<file path="config.mk">
export PLATFORM = sky130hd
export DESIGN_NAME = round_robin_sched_4x1
export DESIGN_NICKNAME = d
export VERILOG_FILES = /design/src/rtl/round_robin_sched_4x1_pkg.sv /design/src/rtl/round_robin_sched_4x1_lane_fifo.sv /design/src/rtl/round_robin_sched_4x1.sv
export SDC_FILE = /design/constraint.sdc
export NUM_CORES = 1
export LEC_CHECK = 0
export CORE_MARGIN = 10
export CORE_UTILIZATION = 38
export CTS_CLUSTER_SIZE = 12
export DETAILED_ROUTE_END_ITERATION = 6
export PLACE_DENSITY_LB_ADDON = 0.12
export REMOVE_ABC_BUFFERS = 1
export SETUP_SLACK_MARGIN = 0.1
export SLEW_MARGIN = 30
export SYNTH_ARGS = -nofsm -noshare
export SYNTH_HDL_FRONTEND = slang
export SYNTH_HIERARCHICAL = 1
export SYNTH_SLANG_ARGS = --single-unit
</file>
<file path="constraint.sdc">
create_clock -name clok -period 4.7 [get_ports clok]
set_clock_uncertainty 0.2 [all_clocks]
set_input_delay 1.175 -clock clok [delete_from_list [all_inputs] [get_ports clok]]
set_output_delay 1.175 -clock clok [all_outputs]
set_load 0.1 [all_outputs]
</file>
<file path="src/rtl/round_robin_sched_4x1_pkg.sv">
// Shared constants for the 4-lane round-robin scheduler.
// Lane encodings follow the 4x1 mux select convention.
package round_robin_sched_4x1_pkg;

  localparam int DATA_WIDTH_DEF = 4;
  localparam int FIFO_DEPTH_DEF = 4;

  localparam logic [1:0] LANE1 = 2'b00;
  localparam logic [1:0] LANE2 = 2'b01;
  localparam logic [1:0] LANE3 = 2'b10;
  localparam logic [1:0] LANE4 = 2'b11;

  localparam logic [0:0] ST_IDLE  = 1'b0;
  localparam logic [0:0] ST_SERVE = 1'b1;

  // First eligible lane after last, wrapping; last itself is the final
  // candidate. Scanning from the far end lets the nearest one win.
  function automatic logic [1:0] rr_pick(
    input logic [1:0] last,
    input logic [3:0] elig
  );
    logic [1:0] g;
    logic [1:0] idx;
    g = last;
    for (int i = 4; i >= 1; i--) begin
      idx = last + 2'(i);
      if (elig[idx]) g = idx;
    end
    return g;
  endfunction

endpackage

</file>
<file path="src/rtl/round_robin_sched_4x1_lane_fifo.sv">
// Per-lane word FIFO with registered count.
// Head word is a combinational read of the current slot.
module lane_fifo_4bits
  import round_robin_sched_4x1_pkg::*;
#(
  parameter int DW    = DATA_WIDTH_DEF,
  parameter int DEPTH = FIFO_DEPTH_DEF,
  parameter int PW    = $clog2(DEPTH)
) (
  input  logic          clok,
  input  logic          reset_L,
  input  logic          push,
  input  logic          pop,
  input  logic [DW-1:0] din,
  output logic [DW-1:0] dout,
  output logic          full,
  output logic          empty,
  output logic [PW:0]   count
);

  logic [DW-1:0] mem [DEPTH];
  logic [PW-1:0] wr_ptr;
  logic [PW-1:0] rd_ptr;
  logic          do_push;
  logic          do_pop;

  assign full    = (count == (PW+1)'(DEPTH));
  assign empty   = (count == '0);
  assign do_push = push & ~full;
  assign do_pop  = pop & ~empty;
  assign dout    = mem[rd_ptr];

  // Storage array; contents are don't-care until counted in.
  always_ff @(posedge clok) begin
    if (do_push) mem[wr_ptr] <= din;
  end

  // Pointers wrap naturally; count tracks occupancy.
  always_ff @(posedge clok or negedge reset_L) begin
    if (!reset_L) begin
      wr_ptr <= '0;
      rd_ptr <= '0;
      count  <= '0;
    end else begin
      if (do_push) wr_ptr <= wr_ptr + 1'b1;
      if (do_pop)  rd_ptr <= rd_ptr + 1'b1;
      if (do_push && !do_pop)
        count <= count + 1'b1;
      else if (do_pop && !do_push)
        count <= count - 1'b1;
    end
  end

endmodule

</file>
<file path="src/rtl/round_robin_sched_4x1.sv">
// Four buffered source lanes merged onto one registered output
// by a work-conserving round-robin arbiter.
module round_robin_sched_4x1
  import round_robin_sched_4x1_pkg::*;
#(
  parameter int DATA_WIDTH = DATA_WIDTH_DEF,
  parameter int FIFO_DEPTH = FIFO_DEPTH_DEF,
  parameter int PTR_W      = $clog2(FIFO_DEPTH)
) (
  input  logic                  clok,
  input  logic                  reset_L,
  input  logic [DATA_WIDTH-1:0] bus1,
  input  logic [DATA_WIDTH-1:0] bus2,
  input  logic [DATA_WIDTH-1:0] bus3,
  input  logic [DATA_WIDTH-1:0] bus4,
  input  logic                  valid1,
  input  logic                  valid2,
  input  logic                  valid3,
  input  logic                  valid4,
  output logic                  full1,
  output logic                  full2,
  output logic                  full3,
  output logic                  full4,
  input  logic                  out_ready,
  output logic [DATA_WIDTH-1:0] out_data,
  output logic                  valid_out,
  output logic [1:0]            selector_2bits,
  output logic                  idle
);

  logic [DATA_WIDTH-1:0] din_a  [4];
  logic [DATA_WIDTH-1:0] dout_a [4];
  logic [PTR_W:0]        cnt_a  [4];
  logic [3:0]            push_a;
  logic [3:0]            pop_a;
  logic [3:0]            full_a;
  logic [3:0]            empty_a;
  logic [3:0]            elig;
  logic [3:0]            nz_next;
  logic [1:0]            last_grant;
  logic [1:0]            grant;
  logic                  grant_v;
  logic [0:0]            state;
  logic [0:0]            state_nxt;

  assign din_a[0] = bus1;
  assign din_a[1] = bus2;
  assign din_a[2] = bus3;
  assign din_a[3] = bus4;
  assign push_a   = {valid4, valid3, valid2, valid1};

  assign full1 = full_a[0];
  assign full2 = full_a[1];
  assign full3 = full_a[2];
  assign full4 = full_a[3];

  assign elig    = ~empty_a;
  assign grant   = rr_pick(last_grant, elig);
  assign grant_v = out_ready & (|elig);

  for (genvar g = 0; g < 4; g++) begin : g_lane
    assign pop_a[g] = grant_v & (grant == 2'(g));

    assign nz_next[g] =
      (push_a[g] & ~full_a[g]) |
      ((cnt_a[g] != '0) &
       ~((cnt_a[g] == (PTR_W+1)'(1)) & pop_a[g]));

    lane_fifo_4bits #(
      .DW    (DATA_WIDTH),
      .DEPTH (FIFO_DEPTH),
      .PW    (PTR_W)
    ) u_fifo (
      .clok    (clok),
      .reset_L (reset_L),
      .push    (push_a[g]),
      .pop     (pop_a[g]),
      .din     (din_a[g]),
      .dout    (dout_a[g]),
      .full    (full_a[g]),
      .empty   (empty_a[g]),
      .count   (cnt_a[g])
    );
  end

  // Next state follows whether any lane holds words after this edge.
  always_comb begin
    state_nxt = state;
    case (state)
      ST_IDLE:  if (|nz_next)  state_nxt = ST_SERVE;
      ST_SERVE: if (!(|nz_next)) state_nxt = ST_IDLE;
      default:  state_nxt = ST_IDLE;
    endcase
  end

  // Output word, select, valid and arbiter pointer update on a grant.
  always_ff @(posedge clok or negedge reset_L) begin
    if (!reset_L) begin
      out_data       <= '0;
      valid_out      <= 1'b0;
      selector_2bits <= LANE1;
      last_grant     <= LANE4;
      state          <= ST_IDLE;
    end else begin
      valid_out <= grant_v;
      state     <= state_nxt;
      if (grant_v) begin
        out_data       <= dout_a[grant];
        selector_2bits <= grant;
        last_grant     <= grant;
      end
    end
  end

  assign idle = (state == ST_IDLE);

endmodule
</file>
==> metrics.cfg <==
[run_status]
status=completed

[timing]
maxSlewViolCount=0
setup_tns_ps=0
maxSlewHeadroom=0.342
post-route-period-util=0.789
setup_ws_ps=994
worstMarginPinSlew_ps=983
rsz0062_at_grt=no
period_minus_slack_ps=3710
finalSetupViolCount=0
fmaxAchievable_ghz=0.270
hold_viol_final=0

[finish]
drive_gt1_frac=0.207
antenna_cells=0
fin_nets=385
final_cell_mix=64 x edfxtp_1, 36 x dfrtp_1, 33 x clkdlybuf4s50_1, 20 x ha_1, 19 x inv_1
mostFrequentLayoutCell=edfxtp_1
stdcell_area_um2=5550
final.fill_count=1089
post-route-util=0.456
final_cells=511
syn_to_final_growth_pct=16.6

[critical_path]
slowest_delay_ps=570
crit_slowest_cell=nor3_1
cp_cell_sequence=nor3_1, and2b_1, o32ai_1, o21ai_0, nor3_1, nand2b_1, ha_1, inv_1, fa_1, mux2_2
r2r_end=g_lane[0].u_fifo/count[1]
crit_top_cell=nor3_1
critPathRequiredTime_ps=4730
path_class=reg -> reg
setup.worst_path.end_class=flop
r2r_cells=10
cp_max_fo=6
reg2reg_from=g_lane[3].u_fifo/count[0]
cp-start-kind=flop
reg2reg_setup_slack_ps=990
arrival_ps=3740

[cts]
cts.sinks=102
cts_root_buf=clkbuf_16
insertion_delay_ps=340
cts_tree=built
clkSlewWorstSetupHoldPaths_ps=60
cts_max_path_buffers=2
postCtsSetupBuffers=0
postCtsHoldBufs=0
cts_buffers=9
ctsResizeCount=0
htreeDepth=3

[place]
gp_congestion=0.764
placed_area_um2=5230
hpwl_mm=6.45
dp.cells=495
placement.io_buffers=34
dp_slack_ps=751

[die]
die_area_um2=17400
die-width_um=132
initial_utilization=0.391
rows=40
core-area_um2=12200
ios=35
die-height_um=132

[synthesis]
syn_avg_cell_area_um2=15.8
synth.distinct_cells=43
synth_simple_gate_area_frac=0.103
synth_top_family_by_area=multiplexers
netlist_instances=302
synth_flop_cell=edfxtp_1
ys_ff_latch=102
synthXorXnorAreaFrac=0.0442
synth_edf_count=64
synth.mux.area_fraction=0.115
yosysWarnings=6
seq_area_frac_synth=0.604
netlist_area_um2=4760
async_reset_ff_frac=0.373
synth_fa_ha_area_frac=0.0694
synth-compound-area-share=0.0329

[global_route]
grt_start_max_net_pins=39
grt_pass1_vias=2606
grt_pass1_wl_mm=13.8
antenna_found_initial=0
grtUsageTotal=0.101
grt.overflow.total=0

[hold_path]
hold_class=reg -> reg
holdPathStages=2
hold_end=last_grant[1]
holdCritStartpoint=last_grant[1]

[routing]
via_per_inst=4.68
drtPass1Iterations=4
via_count=2393
wirelength_mm=8.47
antenna_left=0
drtIter0Drc=91
wire_per_inst_um=16.6
post-route-drc-count=0

[power_and_ir_drop]
power_density_nw_per_um2=719
leakagePower_nw=2.07
vdd_drop_max_mv=0.204

[run]
max-cap-violations=0

==> flip-flops by register name, indices dropped and copies added (netlist names) <==
signal	flops
g_lane.u_fifo/count	12
g_lane.u_fifo/mem	64
g_lane.u_fifo/rd_ptr	8
g_lane.u_fifo/wr_ptr	8
last_grant	2
out_data	4
selector_2bits	2
state	1
valid_out	1
==> Yosys cell counts, types with 4 or more instances <==
cell	instances	area, um^2
a221oi_1	4	35.0
and2_2	16	120
buf_2	4	20.0
buf_6	5	56.3
dfrtp_1	36	901
edfxtp_1	64	1920
fa_1	4	80.1
ha_1	20	250
inv_1	19	71.3
mux2_2	4	45.0
mux2_4	4	60.1
mux2i_1	8	80.1
mux4_2	16	360
nand2_1	9	33.8
nand2b_1	5	31.3
nand3b_1	4	30.0
nor2_1	13	48.8
nor2b_2	4	35.0
nor3_1	8	40.0
nor3b_4	4	75.1
xnor2_1	16	140
xor2_1	8	70.1
==> kinds of logic after synthesis <==
kind of cell             count (synthesis)
AND/OR/NAND/NOR                         73
AO/OA/AOI/OAI                           18
adder cells (fa/ha/maj)                 24
multiplexers                            32
flip-flops                             102
XOR/XNOR                                24
buffers and inverters                   29
==> critical path, delay by kind of cell, from the launching register on <==
kind	cells	cell delay, ps
simple gates	4	1220
flops	1	500
mux	1	260
compound gates	2	710
fa+ha+maj	2	630
buf+inv	1	70
==> metal layers <==
layer / wire length (um) / track usage
met1: 3760 / 0.124
met2: 4320 / 0.165
met3: 242 / 0.0255
met4: 152 / 0.0445
met5: 0 / 0
==> worst max-delay path by stage <==
stage / depth (start not counted) / to / from / slack (ps)
after CTS: 10 / g_lane[0].u_fifo/count[1] / g_lane[3].u_fifo/count[0] / 950
after floorplan: 8 / g_lane[2].u_fifo/count[1] / out_ready / 1470
after global routing: 10 / g_lane[0].u_fifo/count[1] / g_lane[3].u_fifo/count[0] / 560
final: 10 / g_lane[0].u_fifo/count[1] / g_lane[3].u_fifo/count[0] / 990
after detailed placement: 9 / g_lane[2].u_fifo/count[1] / out_ready / 750
after global placement: 9 / g_lane[2].u_fifo/count[1] / out_ready / 850
==> power breakdown <==
part	switching, mW	leakage [nW]	internal (mW)	total, mW
clock network	0.300	0.154	0.482	0.782
registers	0.303	1.02	1.26	1.56
logic	0.910	0.890	0.733	1.64
==> layout make-up <==
type,instances,area (um^2),area share
sequential,102,2880,0.518
multi-input combinational,171,1730,0.312
timing repair buffer,34,338,0.0609
inverter,20,75.1,0.0135
clock buffer,13,250,0.0451
clock inverter,3,68.8,0.0124
tap,168,210,0.0379
==> per-stage QoR <==
| stage | hold slack, ps | power [mW] |
|---|---|---|
| 2_1_floorplan | 268 | 2.82 |
| 3_3_place_gp | 300 | 3.24 |
| 3_5_place_dp | 296 | 3.26 |
| 4_1_cts | 307 | 4.06 |
| 5_1_grt | 337 | 4.26 |
| 6_report | 304 | 3.99 |
Note: power is estimated with default switching activity, not from simulation.
==> edit (same settings) <==
Change the package constant `DATA_WIDTH_DEF` from 4 to 3.
--- a/src/rtl/round_robin_sched_4x1_pkg.sv
+++ b/src/rtl/round_robin_sched_4x1_pkg.sv
@@ -2,7 +2,7 @@
 // Lane encodings follow the 4x1 mux select convention.
 package round_robin_sched_4x1_pkg;
 
-  localparam int DATA_WIDTH_DEF = 4;
+  localparam int DATA_WIDTH_DEF = 3;
   localparam int FIFO_DEPTH_DEF = 4;
 
   localparam logic [1:0] LANE1 = 2'b00;
Ports: changed (5 resized); port bits go from 35 to 30. The function was not compared with the original's and may differ.
==> edit against the original RTL <==
Design area down 14%. Synthesized area down 13%. Routed wire length down 13%. Utilization up 0.067 points. Setup slack worse by 0.043 ns. Sequential cell count down 17. Power down 13%. Critical endpoint is now full2.
==> edit: results (changes against the original RTL) <==
<table>
<tr><th>Metric</th><th>Value</th></tr>
<tr><th colspan="2">Placement</th></tr>
<tr><td>RePlAce Congestion</td><td>0.749 (-1.9%)</td></tr>
<tr><th colspan="2">Worst setup path</th></tr>
<tr><td>Worst Path Max Fanout</td><td>7 (+1)</td></tr>
<tr><td>Register-to-register setup slack</td><td>1.03 ns (+0.04 ns)</td></tr>
<tr><td>CP max stage cell</td><td>clkdlybuf4s50_1</td></tr>
<tr><td>Worst r2r dst</td><td>g_lane[3].u_fifo/count[2]</td></tr>
<tr><td>Cell count of the worst reg-to-reg path</td><td>13 (+3)</td></tr>
<tr><td>Worst setup path endpoint</td><td>full2</td></tr>
<tr><td>Worst setup path startpoint</td><td>g_lane[1].u_fifo/count[0]</td></tr>
<tr><td>Crit path largest cell delay</td><td>1.20 ns (+0.63 ns)</td></tr>
<tr><th colspan="2">Global route</th></tr>
<tr><td>Met3 Track Usage GR</td><td>0.0302 (+0.00463)</td></tr>
<tr><td>Met1 global-route usage</td><td>0.139 (+0.0153)</td></tr>
<tr><td>Global-route wire length before repair</td><td>12.6 mm (-8.9%)</td></tr>
<tr><td>Overall global routing resource usage</td><td>0.102 (+0.000603)</td></tr>
<tr><td>Vias in the first global route</td><td>2320 (-11%)</td></tr>
<tr><th colspan="2">Logic synthesis</th></tr>
<tr><td>Number of flops mapped to enable cells by yosys</td><td>48 (-25%)</td></tr>
<tr><td>Synth cell count leaders</td><td>edfxtp_1, dfrtp_1, ha_1, inv_1, xnor2_1</td></tr>
<tr><td>Leading post-synthesis cells by cell area</td><td>edfxtp_1, dfrtp_1, mux4_2</td></tr>
<tr><td>Count of unique library cells instantiated by Yosys</td><td>40 (-7.0%)</td></tr>
<tr><td>Async set-reset flop share out of synthesis</td><td>0.435 (+0.0627)</td></tr>
<tr><td>Post-synthesis sequential area ratio</td><td>0.574 (-0.0301)</td></tr>
<tr><th colspan="2">Status</th></tr>
<tr><td>Outcome</td><td>finished, final reports clean</td></tr>
<tr><th colspan="2">CTS</th></tr>
<tr><td>Source-to-sink clock delay at the later pin of the worst-skew pair</td><td>0.36 ns (+0.02 ns)</td></tr>
<tr><td>Clock transition time at the flip-flop clock pins of the worst setup and hold paths</td><td>0.08 ns (+0.02 ns)</td></tr>
<tr><td>Clock Tree Root</td><td>clkbuf_8</td></tr>
<tr><td>Number of post-CTS setup repair buffers</td><td>0 (unchanged)</td></tr>
<tr><th colspan="2">Routing</th></tr>
<tr><td>Via count normalized by instance count</td><td>4.79 (+2.3%)</td></tr>
<tr><td>Aggregate routed wire length</td><td>7.41 mm (-13%)</td></tr>
<tr><th colspan="2">Cells and area</th></tr>
<tr><td>Post-layout net count</td><td>350 (-9.1%)</td></tr>
<tr><td>Largest registers</td><td>g_lane.u_fifo/mem x48, g_lane.u_fifo/count x12</td></tr>
<tr><th colspan="2">Power</th></tr>
<tr><td>Reported leakage power</td><td>1.86 nW (-9.9%)</td></tr>
<tr><td>Max VDD drop</td><td>0.000375 V (+84%)</td></tr>
</table>
edit: worst max-delay path: cells and delay by family (launching register included):
kind / cells / cell delay, ns
flops: 1 / 0.49
simple gates: 1 / 0.32
buf+inv: 1 / 1.20
edit: layout make-up:
class,instances,area (um2)
clock buffer,9,124
timing repair buffer,31,303
tap,136,170
inverter,20,75.1
multi-input combinational,160,1600
sequential,85,2370
clock inverter,7,138
fill,953,5680
edit: power by group:
| group | internal [mW] | switching, mW | total [mW] | leakage (nW) |
|---|---|---|---|---|
| Clock | 0.405 | 0.259 | 0.664 | 0.129 |
| Sequential | 1.06 | 0.257 | 1.31 | 0.870 |
| Combinational | 0.672 | 0.820 | 1.49 | 0.863 |
| Total | 2.13 | 1.34 | 3.47 | 1.86 |
edit: worst min path at each step:
stage	cells after the start	to
6_report	2	last_grant[0]
5_1_grt	2	last_grant[0]
4_1_cts	2	last_grant[0]
3_5_place_dp	2	last_grant[0]
3_3_place_gp	1	selector_2bits[1]
2_1_floorplan	2	last_grant[0]
edit: through the flow:
step	setup WS (ns)	std cells	utilization	area (um2)	hold slack, ns
2_1_floorplan	1.50	265	-	4050	0.258
3_3_place_gp	0.867	432	0.432	4520	0.266
3_5_place_dp	0.818	432	0.432	4520	0.282
4_1_cts	0.904	448	0.457	4780	0.292
5_1_grt	0.679	448	0.457	4780	0.308
6_report	0.951	448	0.457	4780	0.287
edit: cell families (layout without fill, tap and decap cells):
family	Yosys count	in the layout	synth area share
compound gates	17	17	0.0400
xor+xnor	24	24	0.0509
fa+ha+maj	24	24	0.0800
buf+inv	30	67	0.0379
flops	85	85	0.574
mux	26	26	0.105
simple gates	69	69	0.112
edit: per-layer routing:
layer | up-vias | routed length, um
li1 | 1046 | -
met1 | 1066 | 3690
met2 | 27 | 3310
met3 | 7 | 281
met4 | 0 | 117
met5 | - | 0
